===== src/rtl/flag_update_arbiter.sv =====
// Purpose: sole writer of the status register; arbitrates ALU/sys flag writes and evaluates B.cond.
// Latency: grant is combinational, the write strobe follows one cycle later, and cond_taken is registered one cycle after accept.
// Backpressure: requests are held until granted; one write per 2+SETTLE_CYCLES cycles; branches stall while a write is pending or in flight.
module flag_update_arbiter #(
  parameter int ARB_MODE      = 0,
  parameter int SETTLE_CYCLES = 1
) (
  input  logic       clk,
  input  logic       reset_n,
  input  logic       alu_req,
  input  logic [3:0] alu_flags,
  output logic       alu_gnt,
  input  logic       sys_req,
  input  logic [3:0] sys_flags,
  output logic       sys_gnt,
  input  logic [3:0] sreg_flags,
  output logic       update_sreg,
  output logic [3:0] flags_out,
  input  logic       cond_req,
  input  logic [3:0] cond_code,
  output logic       cond_ready,
  output logic       cond_valid,
  output logic       cond_taken,
  output logic       busy
);

  typedef enum logic [1:0] {
    S_IDLE   = 2'd0,
    S_ISSUE  = 2'd1,
    S_SETTLE = 2'd2
  } state_t;

  localparam logic [3:0] LP_SETTLE_LAST = 4'(SETTLE_CYCLES - 1);

  state_t     r_state;
  state_t     w_state_nxt;
  logic [3:0] r_settle_cnt;
  logic [3:0] w_settle_cnt_nxt;
  logic       r_rr_last;       // 1: sys was granted last, 0: ALU was
  logic [3:0] r_flags_out;
  logic       r_cond_valid;
  logic       r_cond_taken;
  logic       w_idle;
  logic       w_sys_wins;
  logic       w_cond_result;

  // Flags are {N,Z,C,V}; codes 14 and 15 both mean "always".
  function automatic logic f_cond_eval(input logic [3:0] code, input logic [3:0] f);
    logic n, z, c, v;
    {n, z, c, v} = f;
    case (code)
      4'd0:    f_cond_eval = z;
      4'd1:    f_cond_eval = !z;
      4'd2:    f_cond_eval = c;
      4'd3:    f_cond_eval = !c;
      4'd4:    f_cond_eval = n;
      4'd5:    f_cond_eval = !n;
      4'd6:    f_cond_eval = v;
      4'd7:    f_cond_eval = !v;
      4'd8:    f_cond_eval = c & !z;
      4'd9:    f_cond_eval = !(c & !z);
      4'd10:   f_cond_eval = (n == v);
      4'd11:   f_cond_eval = (n != v);
      4'd12:   f_cond_eval = !z & (n == v);
      4'd13:   f_cond_eval = !(!z & (n == v));
      default: f_cond_eval = 1'b1;
    endcase
  endfunction

  assign update_sreg   = (r_state == S_ISSUE);
  assign busy          = (r_state != S_IDLE);
  assign flags_out     = r_flags_out;
  assign cond_valid    = r_cond_valid;
  assign cond_taken    = r_cond_taken;
  assign w_cond_result = f_cond_eval(cond_code, sreg_flags);

  // Arbitration, branch acceptance and next-state selection.
  always_comb begin
    w_state_nxt      = r_state;
    w_settle_cnt_nxt = r_settle_cnt;
    w_idle           = (r_state == S_IDLE);
    // sys takes a tie in fixed-priority mode, or when ALU had the last grant
    w_sys_wins       = sys_req & (!alu_req | (ARB_MODE != 0) | !r_rr_last);
    alu_gnt          = w_idle & alu_req & !w_sys_wins;
    sys_gnt          = w_idle & sys_req & w_sys_wins;
    // any pending write beats the branch so it always sees the newest flags
    cond_ready       = cond_req & w_idle & !alu_req & !sys_req;
    case (r_state)
      S_IDLE: begin
        if (alu_gnt | sys_gnt) begin
          w_state_nxt = S_ISSUE;
        end
      end
      S_ISSUE: begin
        w_state_nxt      = S_SETTLE;
        w_settle_cnt_nxt = 4'd0;
      end
      S_SETTLE: begin
        w_settle_cnt_nxt = r_settle_cnt + 4'd1;
        if (r_settle_cnt == LP_SETTLE_LAST) begin
          w_state_nxt      = S_IDLE;
          w_settle_cnt_nxt = 4'd0;
        end
      end
      default: begin
        w_state_nxt      = S_IDLE;
        w_settle_cnt_nxt = 4'd0;
      end
    endcase
  end

  // State register, settle counter and round-robin history.
  always_ff @(posedge clk or negedge reset_n) begin
    if (!reset_n) begin
      r_state      <= S_IDLE;
      r_settle_cnt <= 4'd0;
      r_rr_last    <= 1'b1;
    end else begin
      r_state      <= w_state_nxt;
      r_settle_cnt <= w_settle_cnt_nxt;
      if (alu_gnt | sys_gnt) begin
        r_rr_last <= sys_gnt;
      end
    end
  end

  // Capture the winner's flags on the grant edge; they stay put until the next grant.
  always_ff @(posedge clk or negedge reset_n) begin
    if (!reset_n) begin
      r_flags_out <= 4'd0;
    end else if (sys_gnt) begin
      r_flags_out <= sys_flags;
    end else if (alu_gnt) begin
      r_flags_out <= alu_flags;
    end
  end

  // Register the branch result on the accept edge; valid is a one-cycle pulse.
  always_ff @(posedge clk or negedge reset_n) begin
    if (!reset_n) begin
      r_cond_valid <= 1'b0;
      r_cond_taken <= 1'b0;
    end else begin
      r_cond_valid <= cond_ready;
      if (cond_ready) begin
        r_cond_taken <= w_cond_result;
      end
    end
  end

endmodule


===== config.mk =====
export PLATFORM = sky130hd
export DESIGN_NAME = flag_update_arbiter
export DESIGN_NICKNAME = d
export VERILOG_FILES = /design/src/rtl/flag_update_arbiter.sv
export SDC_FILE = /design/constraint.sdc
export NUM_CORES = 1
export LEC_CHECK = 0
export CAP_MARGIN = 20
export CORE_MARGIN = 2
export CORE_UTILIZATION = 40
export CTS_BUF_LIST = sky130_fd_sc_hd__clkbuf_4 sky130_fd_sc_hd__clkbuf_8 sky130_fd_sc_hd__clkbuf_16
export CTS_CLUSTER_SIZE = 24
export DETAILED_ROUTE_END_ITERATION = 12
export HOLD_SLACK_MARGIN = 0.1
export PLACE_DENSITY = 0.72
export SLEW_MARGIN = 20
export SYNTH_ARGS = -nofsm -noshare
export SYNTH_HDL_FRONTEND = slang
export SYNTH_SLANG_ARGS = --single-unit

===== constraint.sdc =====
create_clock -name clk -period 4.7 [get_ports clk]
set_clock_uncertainty 0.2 [all_clocks]
set_input_delay 0.94 -clock clk [delete_from_list [all_inputs] [get_ports clk]]
set_output_delay 0.94 -clock clk [all_outputs]
set_load 0.1 [all_outputs]

Yosys cells after proc, flatten, opt, wreduce, memory -nomap -nowiden. Cells that the tools add are included.

Register bits: 13. Input port bits: 21. Output and inout port bits: 11. Logic and storage cells: 62.

$add $sub $neg: 1. Equality and inequality tests: 19. Multiplexer cells: 8. Bitwise operators: 12. Reductions and logical operators: 16.

Operators by type and width (count): $eq 4x4->1 const B (6); $eq 4x3->1 const B (4); $pmux 1 s14 (1); $mux 4 (3); $and 1x1->1 (10); $logic_not 1->1 (10); $eq 4x2->1 const B (2); $logic_not 4->1 (2); $pmux 4 s2 (1); $pmux 2 s3 (1); $add 4x1->4 const B (1); $eq 4x1->1 const B (1); $mux 2 (2); $reduce_bool 2->1 (2); $eq 2x1->1 const B (1); $eq 2x2->1 const B (1); $logic_not 2->1 (1); $ne 2x1->1 const B (1); $ne 2x2->1 const B (1); $or 1x1->1 (2); $reduce_and 2->1 (1); $eq 1x1->1 (1); $ne 1x1->1 (1).

Depth between registers and ports, before layout.
Word-level depth: 8. Mapped depth: 6. Mapped depth without buffers: 6.

Worst setup path before layout. No wires, ideal clock.

Path kind: register to output. From: register r_state[1]. To: output update_sreg. Arrival: 1.857 ns. Data required time: 3.560 ns. Path slack: 1.703 ns. Stages on the path, launching flop included: 3. Buffers on the path: 1. Path through: dfrtp_1 > buf_2 > nor2b_1.

Cells in the longest elaborated chain, start to end: 1.

RTL lines: start: declaration (line 35) `state_t r_state;`; start signal: assignment (line 119) `r_state <= w_state_nxt;`; $eq 2x1->1 (line 70) `assign update_sreg = (r_state == S_ISSUE);`; end: declaration (line 17) `output logic update_sreg,`.

Every way passes these cells.

Worst setup path after layout.
From: register r_state[0]. To: output busy.

Cells in the longest elaborated chain, start to end: 1.

RTL lines: $reduce_bool 2->1 (line 71) `assign busy = (r_state != S_IDLE);`; end: declaration (line 24) `output logic busy`.

Every way passes these cells.

==> reports/summary.txt <==
=================================================================================
Leftover overflow at the end of global routing                                  0
TritonCTS Buffers                                                               3
Final-report max-slew violation count                                           0
Endpoint type of the worst setup path                                 output port
Cell count after synthesis                                                     85
Final routed DRC violation total                                                0
Hold Vio Cnt, Final                                                             0
Kind of critical path                                                flop to output port
Standard-cell row count                                                        15
Initial Utilization                                                        43.86%
Largest net degree at the start of global routing                              14
First-iteration detailed-routing DRC count                                     12
First-pass GRT wire length                                                2635 um
Synthesized Nets                                                              108
Overall via count from detail_route                                           745
Port Buf Inserts                                                               31
Clock root buffer                                                    sky130_fd_sc_hd__clkbuf_4
Vias per cell                                                               5.246
Endpoint required time on the critical path                               3560 ps
Clock tree from TritonCTS                                                     yes
Result of the run                                                       completed
Total wirelength of the detailed-routed design                            1745 um
Count of synthesis-stage warnings from yosys                                    0
WP data arrival                                                           2160 ps
CTS clk-pin slew, worst paths                                               70 ps
Reported max-cap violation count                                                0
Crit path setup slack, layout                                             1397 ps
Post-synth cell types                                                          35
Most frequent cells after synthesis                                  sky130_fd_sc_hd__nor2_1 (16), sky130_fd_sc_hd__dfrtp_1 (12), sky130_fd_sc_hd__inv_1 (5)
Die span in x                                                            48.22 um
Core Util, Final                                                           63.30%
Ports placed on the boundary                                                   32
Maximum clock insertion buffer count                                            2
Sequential share of the synthesized area                                   41.76%
Setup total negative slack                                                   0 ps
Launching element type of the critical path                                  flop
Setup repair after global routing missed its margin                            no
Final weighted congestion of routability-driven global placement           0.7406
GRT Util Overall                                                           16.93%
Number of antenna violations at the first check in global routing               0
Power density relative to cell area                                  636.6 mW/mm^2
Post-synth design cell area                                            782.0 um^2
Setup bufs post-CTS                                                             0
Layout overhead on the synthesized area                                    44.32%
Library cell occupying the most area in the post-synthesis netlist   sky130_fd_sc_hd__dfrtp_1
Flops & latches, synth                                                         13
Number of setup violations in the final report                                  0
Relative slew slack                                                        34.41%
Synthesized area per cell                                              9.200 um^2
HPWL reported at the end of detailed placement                            1421 um
Maximum level of the CTS H-tree                                                 1
Fin nets                                                                      141
Highest clock frequency the design can meet                             302.8 MHz
Area share of the leading cell type in the synthesized netlist             38.40%
Worst slack at placement                                                  1475 ps
Post-layout minimum cycle time                                            3303 ps
Most repeated cell in the gate-level netlist after synthesis         sky130_fd_sc_hd__nor2_1
Flop2flop setup slack                                                     3050 ps
Clock latency at the later pin of the worst-skew pair                      270 ps
Count of antenna diodes in the layout                                           0
Die height                                                               48.22 um
Routed wirelength normalized by instance count                           12.29 um
CP Cell Sequence                                                     nor2_1 -> inv_1 -> clkdlybuf4s50_1
Post-cts repair resize count                                                    0
Reported leakage power                                                  0.4844 nW
CTS hold repair buffers                                                         0
Post-synth ARST share                                                      100.0%
Slew of the pin with the lowest slew margin                              980.8 ps
Final worst path period share                                              70.27%
Fraction of layout cells with a size suffix above 1                        11.97%
IR Drop Worst-Case VDD                                                  0.4618 mV
DIE AREA                                                             0.002325 mm^2
Dominant register cell in the synthesized netlist                    sky130_fd_sc_hd__dfrtp_1
Dominant cells by area after synthesis                               sky130_fd_sc_hd__dfrtp_1 (38%), sky130_fd_sc_hd__nor2_1 (7.7%), sky130_fd_sc_hd__dfstp_2 (3.4%), sky130_fd_sc_hd__xor2_1 (3.4%), sky130_fd_sc_hd__ha_1 (3.2%)
Via count of the first global-routing pass                                    607
CP max-delay cell                                                    sky130_fd_sc_hd__clkdlybuf4s50_1
Clock Sinks                                                                    13
Fill cell count                                                               148
Hold Path Class                                                      flop to flop
Number of enable flip-flop cells after synthesis                                0
Placeable core area                                                  0.001783 mm^2
Detail Route Antenna Nets                                                       0
TritonRoute pass-1 iters                                                        4
Max stage delay on crit path                                              1130 ps
Worst Path Max Fanout                                                           8
=================================================================================
-- final cells by class --
class	count	area, um^2	area share [%]
timing repair buffer	31	302.8	26.83
tap	25	31.28	2.772
sequential	13	326.6	28.94
clock buffer	4	30.03	2.661
multi-input combinational	64	419.2	37.14
inverter	5	18.77	1.663
-- per-layer routing --
metal,vias up,GRT usage (%),wire [um]
li1,372,-,-
met2,18,28.42,903
met3,2,4.444,61
met4,0,8.108,19
met5,-,0,0
met1,353,19.95,760
-- worst max-delay path, delay by kind of cell (launching register included) --
| kind | cells | cell delay (ps) |
|---|---|---|
| buffers and inverters | 2 | 1220 |
| DFF | 1 | 500 |
| and+or+nand+nor | 1 | 170 |
-- cell usage in the layout (no fill, tap or decap), types with 2 or more instances in the layout --
cell type	n
sky130_fd_sc_hd__a21oi_1	3
sky130_fd_sc_hd__a31oi_1	3
sky130_fd_sc_hd__buf_4	3
sky130_fd_sc_hd__clkbuf_4	4
sky130_fd_sc_hd__clkdlybuf4s50_1	28
sky130_fd_sc_hd__dfrtp_1	12
sky130_fd_sc_hd__ha_1	2
sky130_fd_sc_hd__inv_1	5
sky130_fd_sc_hd__mux2_2	2
sky130_fd_sc_hd__mux2i_1	2
sky130_fd_sc_hd__nand2_1	2
sky130_fd_sc_hd__nand2b_1	3
sky130_fd_sc_hd__nand3_1	2
sky130_fd_sc_hd__nor2_1	16
sky130_fd_sc_hd__nor3_1	2
sky130_fd_sc_hd__nor3b_1	2
sky130_fd_sc_hd__o21ai_0	2
sky130_fd_sc_hd__o21bai_1	2
sky130_fd_sc_hd__o22ai_1	4
sky130_fd_sc_hd__xor2_1	3
-- cells by family (layout without fill, tap and decap cells) --
| family | after synthesis | count (layout) | share of synthesized area [%] |
|---|---|---|---|
| flip-flops | 13 | 13 | 41.76 |
| XOR/XNOR | 4 | 4 | 4.481 |
| AO/OA/AOI/OAI | 17 | 17 | 13.92 |
| multiplexers | 4 | 4 | 5.440 |
| buffers and inverters | 8 | 40 | 4.639 |
| AND/OR/NAND/NOR | 37 | 37 | 26.56 |
| adder cells (fa/ha/maj) | 2 | 2 | 3.199 |
-- power by group --
part           internal (mW)  leakage, nW  switching (mW)
registers              0.149        0.160          0.0345
clock network         0.0387       0.0184          0.0346
logic                  0.112        0.306           0.350
-- worst paths after layout --
kind                       depth (start not counted)                     start                  endpoint
max                                                3    r_state[0]$_DFFE_PN0P_                      busy
min                                                2  flags_out[2]$_DFFE_PN0P_  flags_out[2]$_DFFE_PN0P_
max reg2reg                                        4    r_state[0]$_DFFE_PN0P_    cond_taken$_DFFE_PN0P_
min reg2reg                                        2  flags_out[2]$_DFFE_PN0P_  flags_out[2]$_DFFE_PN0P_
max in group asynchronous                          1                   reset_n     r_rr_last$_DFFE_PN1P_
min in group asynchronous                          1                   reset_n  flags_out[2]$_DFFE_PN0P_
-- sequential cells by signal, indices dropped and copies added, names as in the netlist --
register	cells
cond_taken	1
cond_valid	1
flags_out	4
r_rr_last	1
r_settle_cnt	4
r_state	2
-- stage by stage --
| stage | power, mW | std cells | hold slack, ps | area (um^2) |
|---|---|---|---|---|
| 2_1_floorplan | 0.5348 | 85 | 296.2 | 782.0 |
| 3_3_place_gp | 0.6467 | 138 | 297.0 | 1099 |
| 3_5_place_dp | 0.6481 | 138 | 307.1 | 1099 |
| 4_1_cts | 0.7236 | 142 | 324.2 | 1129 |
| 5_1_grt | 0.7510 | 142 | 345.3 | 1129 |
| 6_report | 0.7185 | 142 | 320.7 | 1129 |
Note: power is estimated with default switching activity, not from simulation.
==> patch 1: new RTL, config.mk and constraints unchanged <==
The 3 states of `state_t` get a one-hot encoding in 3 bits.
--- a/src/rtl/flag_update_arbiter.sv
+++ b/src/rtl/flag_update_arbiter.sv
@@ -25,8 +25,8 @@
 );
 
-  typedef enum logic [1:0] {
-    S_IDLE   = 2'd0,
-    S_ISSUE  = 2'd1,
-    S_SETTLE = 2'd2
+  typedef enum logic [2:0] {
+    S_IDLE   = 3'b001,
+    S_ISSUE  = 3'b010,
+    S_SETTLE = 3'b100
   } state_t;
 
Formal check against the unedited RTL: same outputs for any inputs over 10 cycles, from zero or initial values and one cycle with reset_n low; not proved beyond that.
==> patch 1 against the unedited design <==
  * Worst hold slack worse by 0.031 ns
  * Highest routed layer unchanged
  * Area after synthesis grew 1.4%
  * Worst setup slack worse by 0.20 ns
  * Sequential share of layout area is 1.5 points higher
  * Sequential cell count is 1 higher
  * Wire length grew 4.5%
  * Power is 6.7% higher
  * Final area grew 2.8%
==> patch 1: results (changes against the unedited design) <==
Yosys cell types: 33 (-5.7%)
Hold WC Path Type: reg2reg
Ys async rst share: 1.00 (unchanged)
Placed cell count: 141 (+2.2%)
Placer Congestion: 0.765 (+3.3%)
Initial antenna violation count: 0 (unchanged)
Xor/xnor share of the synthesized area: 0.0331 (-0.0117)
Pleak: 0.495 nW (+2.2%)
CTS root buffer: clkbuf_4
Mapped Cells: 83 (-2.4%)
Clock-pin transition on the worst setup and hold timing paths: 0.08 ns
Clk_lat worst skew: 0.28 ns
Largest net degree at the start of global routing: 15 (+1)
Vias per cell: 5.01 (-4.6%)
Sw Share: 0.568 (-0.0150)
Vias in the first global route: 736 (+21%)
Worst setup path start: r_state[0]
Warnings from Yosys: 0 (unchanged)
DPL Wire Length: 1.46 mm (+2.6%)
Outcome: finished, final reports clean
IO buf count: 31 (unchanged)
Sequential share of the synthesized area: 0.445 (+0.0272)
FF-to-FF path depth: 6 (+2)
Post-synthesis mux area share: 0.0284 (-0.0260)
Critical Path Start Type: flop
Postcts setup bufs: 0 (unchanged)
Drt first pass iters: 2 (-2)
R2R Path End: r_settle_cnt[3]
Diode count: 0 (unchanged)
Crit Reg-Reg Startpoint: r_settle_cnt[0]
GRT Total Usage: 0.167 (-0.00256)
FF-to-FF setup slack: 2.95 ns (-0.10 ns)
Post-cts resize count: 0 (unchanged)
Max stage delay cell, worst path: clkdlybuf4s50_1
Worst setup path end: busy
Vias: 726 (-2.6%)
Routed wire length: 1.82 mm (+4.5%)
Max Fanout on Critical Path: 10 (+2)
Fill count: 188 (+27%)
H-tree Lvls: 1 (unchanged)
Top delay family on crit path: buffers and inverters
Post-Syn Nets: 106 (-1.9%)
CP max stage delay: 0.99 ns (-0.14 ns)
Synth cell count leaders: dfrtp_1 (12), nand2_1 (10), inv_1 (6), o21ai_0 (6)
Leading post-synthesis cells by cell area: dfrtp_1 (38%), dfstp_2 (6.6%), nand2_1 (4.7%)
Max Root-Sink Buffers: 2 (unchanged)
Hold-critical path depth: 2 (unchanged)
Max IR drop VDD: 0.509 mV (+10%)
Synth Area in Compound Gates: 0.205 (+0.0658)
Critical Path AT: 2.36 ns (+0.20 ns)
Max-cap violation count: 0 (unchanged)
Share of cells above drive strength 1: 0.169 (+0.0498)
First-pass GRT wire length: 3.11 mm (+18%)
Tightest Pin Transition: 0.983 ns (+0.00206 ns)
Initial detailed-routing violation count: 6 (-6)
Post-synth top flop: dfrtp_1
Post-synthesis adder-cell area fraction: 0.0315 (-0.000454)
-- patch 1: tightest hold or removal path, stage by stage (launching register included) --
cell and delay, ns:
dfstp_2 0.39, nand2_1 0.05, nand2_1 0.05
-- patch 1: power groups by stage --
stage | logic [mW] | registers (mW) | clock network [mW]
global route | 0.519 | 0.202 | 0.0827
global placement | 0.492 | 0.195 | 0
floorplan | 0.218 | 0.354 | 0
finish | 0.494 | 0.195 | 0.0769
CTS | 0.496 | 0.196 | 0.0784
detailed placement | 0.497 | 0.198 | 0
-- patch 1: metal layers --
metal | track usage | part of all wire
met1 | 0.193 | 0.45
met4 | 0.0714 | 0.014
met3 | 0.0154 | 0.027
met5 | 0 | 0
met2 | 0.313 | 0.51
-- patch 1: worst min path at each step --
| stage | to | slack [ns] | startpoint |
|---|---|---|---|
| 4_1_cts | r_rr_last | 0.29 | r_rr_last |
| 5_1_grt | r_rr_last | 0.31 | r_rr_last |
| 6_report | r_rr_last | 0.29 | r_rr_last |
| 3_5_place_dp | flags_out[0] | 0.28 | flags_out[0] |
| 3_3_place_gp | r_rr_last | 0.26 | r_rr_last |
| 2_1_floorplan | r_rr_last | 0.25 | r_rr_last |
-- patch 1: area by class of cell --
| cell class | count | area [um2] | area share |
|---|---|---|---|
| Multi-Input combinational cell | 62 | 414 | 0.357 |
| Sequential cell | 14 | 353 | 0.304 |
| Timing Repair Buffer | 31 | 303 | 0.261 |
| Tap cell | 27 | 33.8 | 0.0291 |
| Clock buffer | 4 | 30.0 | 0.0259 |
| Inverter | 7 | 26.3 | 0.0227 |
-- patch 1: kinds of logic after synthesis --
kind of cell,Yosys count
xor+xnor,3
fa+ha+maj,2
flops,14
mux,1
compound gates,26
buf+inv,7
simple gates,30
-- patch 1: metrics by stage --
stage | cell area, um2 | setup WS (ns)
after floorplan | 793 | 0.886
after global placement | 1130 | 1.31
after detailed placement | 1130 | 1.24
after CTS | 1160 | 1.18
after global routing | 1160 | 1.07
final | 1160 | 1.20
==> patch 2: new RTL, config.mk and constraints unchanged <==
Made on the original files. Set the parameter `ARB_MODE` to 1 (it was 0).
--- a/src/rtl/flag_update_arbiter.sv
+++ b/src/rtl/flag_update_arbiter.sv
@@ -3,5 +3,5 @@
 // Backpressure: requests are held until granted; one write per 2+SETTLE_CYCLES cycles; branches stall while a write is pending or in flight.
 module flag_update_arbiter #(
-  parameter int ARB_MODE      = 0,
+  parameter int ARB_MODE      = 1,
   parameter int SETTLE_CYCLES = 1
 ) (
Behaviour: not the same (Yosys sat finds a counterexample within 4 cycles, from zero or initial values and one cycle with reset_n low).
==> patch 2 against the unedited design <==
  * Wire length decreased by 7.0%
  * Final area fell by 2.1%
  * Clock power grew 12%
  * Largest cell class unchanged
  * Worst setup slack got worse by 0.099 ns
  * Highest routed layer unchanged
  * Largest power group unchanged
  * Power down 0.28%
  * Synthesized cell count shrank 5.9%
  * Core utilization is essentially flat
  * Area after synthesis decreased by 4.2%
  * Sequential cell count fell by 1
==> patch 2: results (changes against the unedited design) <==
Met3 track demand over resource: 0.0269 (-0.0175)
Max Fanout on Critical Path: 9 (+1)
Outcome: finished, final reports clean
Register area: 300 um2 (-8.0%)
Final #Nets: 137 (-2.8%)
Crit Reg-Reg Startpoint: r_state[1]
Synth cell count leaders: dfrtp_1 (12), o22ai_1 (9), nor2_1 (8)
Sequential share of the synthesized area: 0.401 (-0.0169)
Yosys cell types: 29 (-17%)
Largest net degree at the start of global routing: 13 (-1)
Placer Congestion: 0.743 (+0.27%)
WHS: 0.340 ns (+0.0189 ns)
FF-to-FF setup slack: 3.03 ns (-0.02 ns)
Met2 GRT Util: 0.246 (-0.0383)
Share of cells above drive strength 1: 0.0973 (-0.0223)
Slew margin rel.: 0.352 (+0.00783)
Leading post-synthesis cells by cell area: dfrtp_1 (40%), o22ai_1 (7.5%), xnor2_1 (5.8%)
Pleak: 0.462 nW (-4.7%)
Hold wc startpoint: r_settle_cnt[3]
Routed wire per std cell: 11.8 um (-4.4%)
Post-Syn Nets: 103 (-4.6%)
Fill count: 158 (+6.8%)
Met1 global-route usage: 0.184 (-0.0154)
Worst Hold Path EP: r_settle_cnt[3]
DP Worst Slack: 1.31 ns (-0.166 ns)
FF-to-FF path depth: 5 (+1)
Max IR drop VDD: 0.598 mV (+29%)
[patch 2: worst max-delay path by stage]
stage / to / slack, ns / cells after the start / startpoint
after global placement: cond_ready / 1.34 / 3 / alu_req
after global routing: cond_ready / 1.25 / 3 / alu_req
after floorplan: cond_ready / 1.31 / 2 / alu_req
after CTS: cond_ready / 1.30 / 3 / alu_req
after detailed placement: cond_ready / 1.31 / 3 / alu_req
final: cond_ready / 1.30 / 3 / alu_req
[patch 2: stage by stage]
step / cells / util / power, mW / instance area, um2
floorplan: 80 / - / 0.523 / 749
global placement: 134 / 0.612 / 0.636 / 1070
global route: 138 / 0.633 / 0.744 / 1100
finish: 138 / 0.633 / 0.716 / 1100
detailed placement: 134 / 0.612 / 0.636 / 1070
CTS: 138 / 0.633 / 0.720 / 1100
[patch 2: report_power, final]
part	switching (mW)	total (mW)	internal (mW)
Combinational	0.351	0.469	0.118
Sequential	0.0326	0.166	0.133
Clock	0.0346	0.0817	0.0470
[patch 2: final cells by class]
type	instances	share of cell area
Multi-Input combinational cell	60	0.373
Timing Repair Buffer	31	0.274
Sequential cell	12	0.272
Clock buffer	4	0.0328
Tap cell	25	0.0283
Inverter	6	0.0204
[patch 2: kinds of logic (layout without fill, tap and decap cells)]
group,count (synthesis),in the layout,synth area share
flip-flops,12,12,0.401
AO/OA/AOI/OAI,23,23,0.189
adder cells (fa/ha/maj),2,2,0.0334
buffers and inverters,8,41,0.0501
AND/OR/NAND/NOR,25,25,0.202
XOR/XNOR,6,6,0.0701
multiplexers,4,4,0.0551
[patch 2: worst max-delay path, cell delays in order]
cell	delay, ns
clkdlybuf4s50_1	0.58
nor4b_4	0.38
buf_4	0.36
[patch 2: per-layer routing]
metal  part of all wire  wire (um)
met5                  0          0
met2               0.51        824
met1               0.42        676
met3              0.063        102
met4              0.012         19
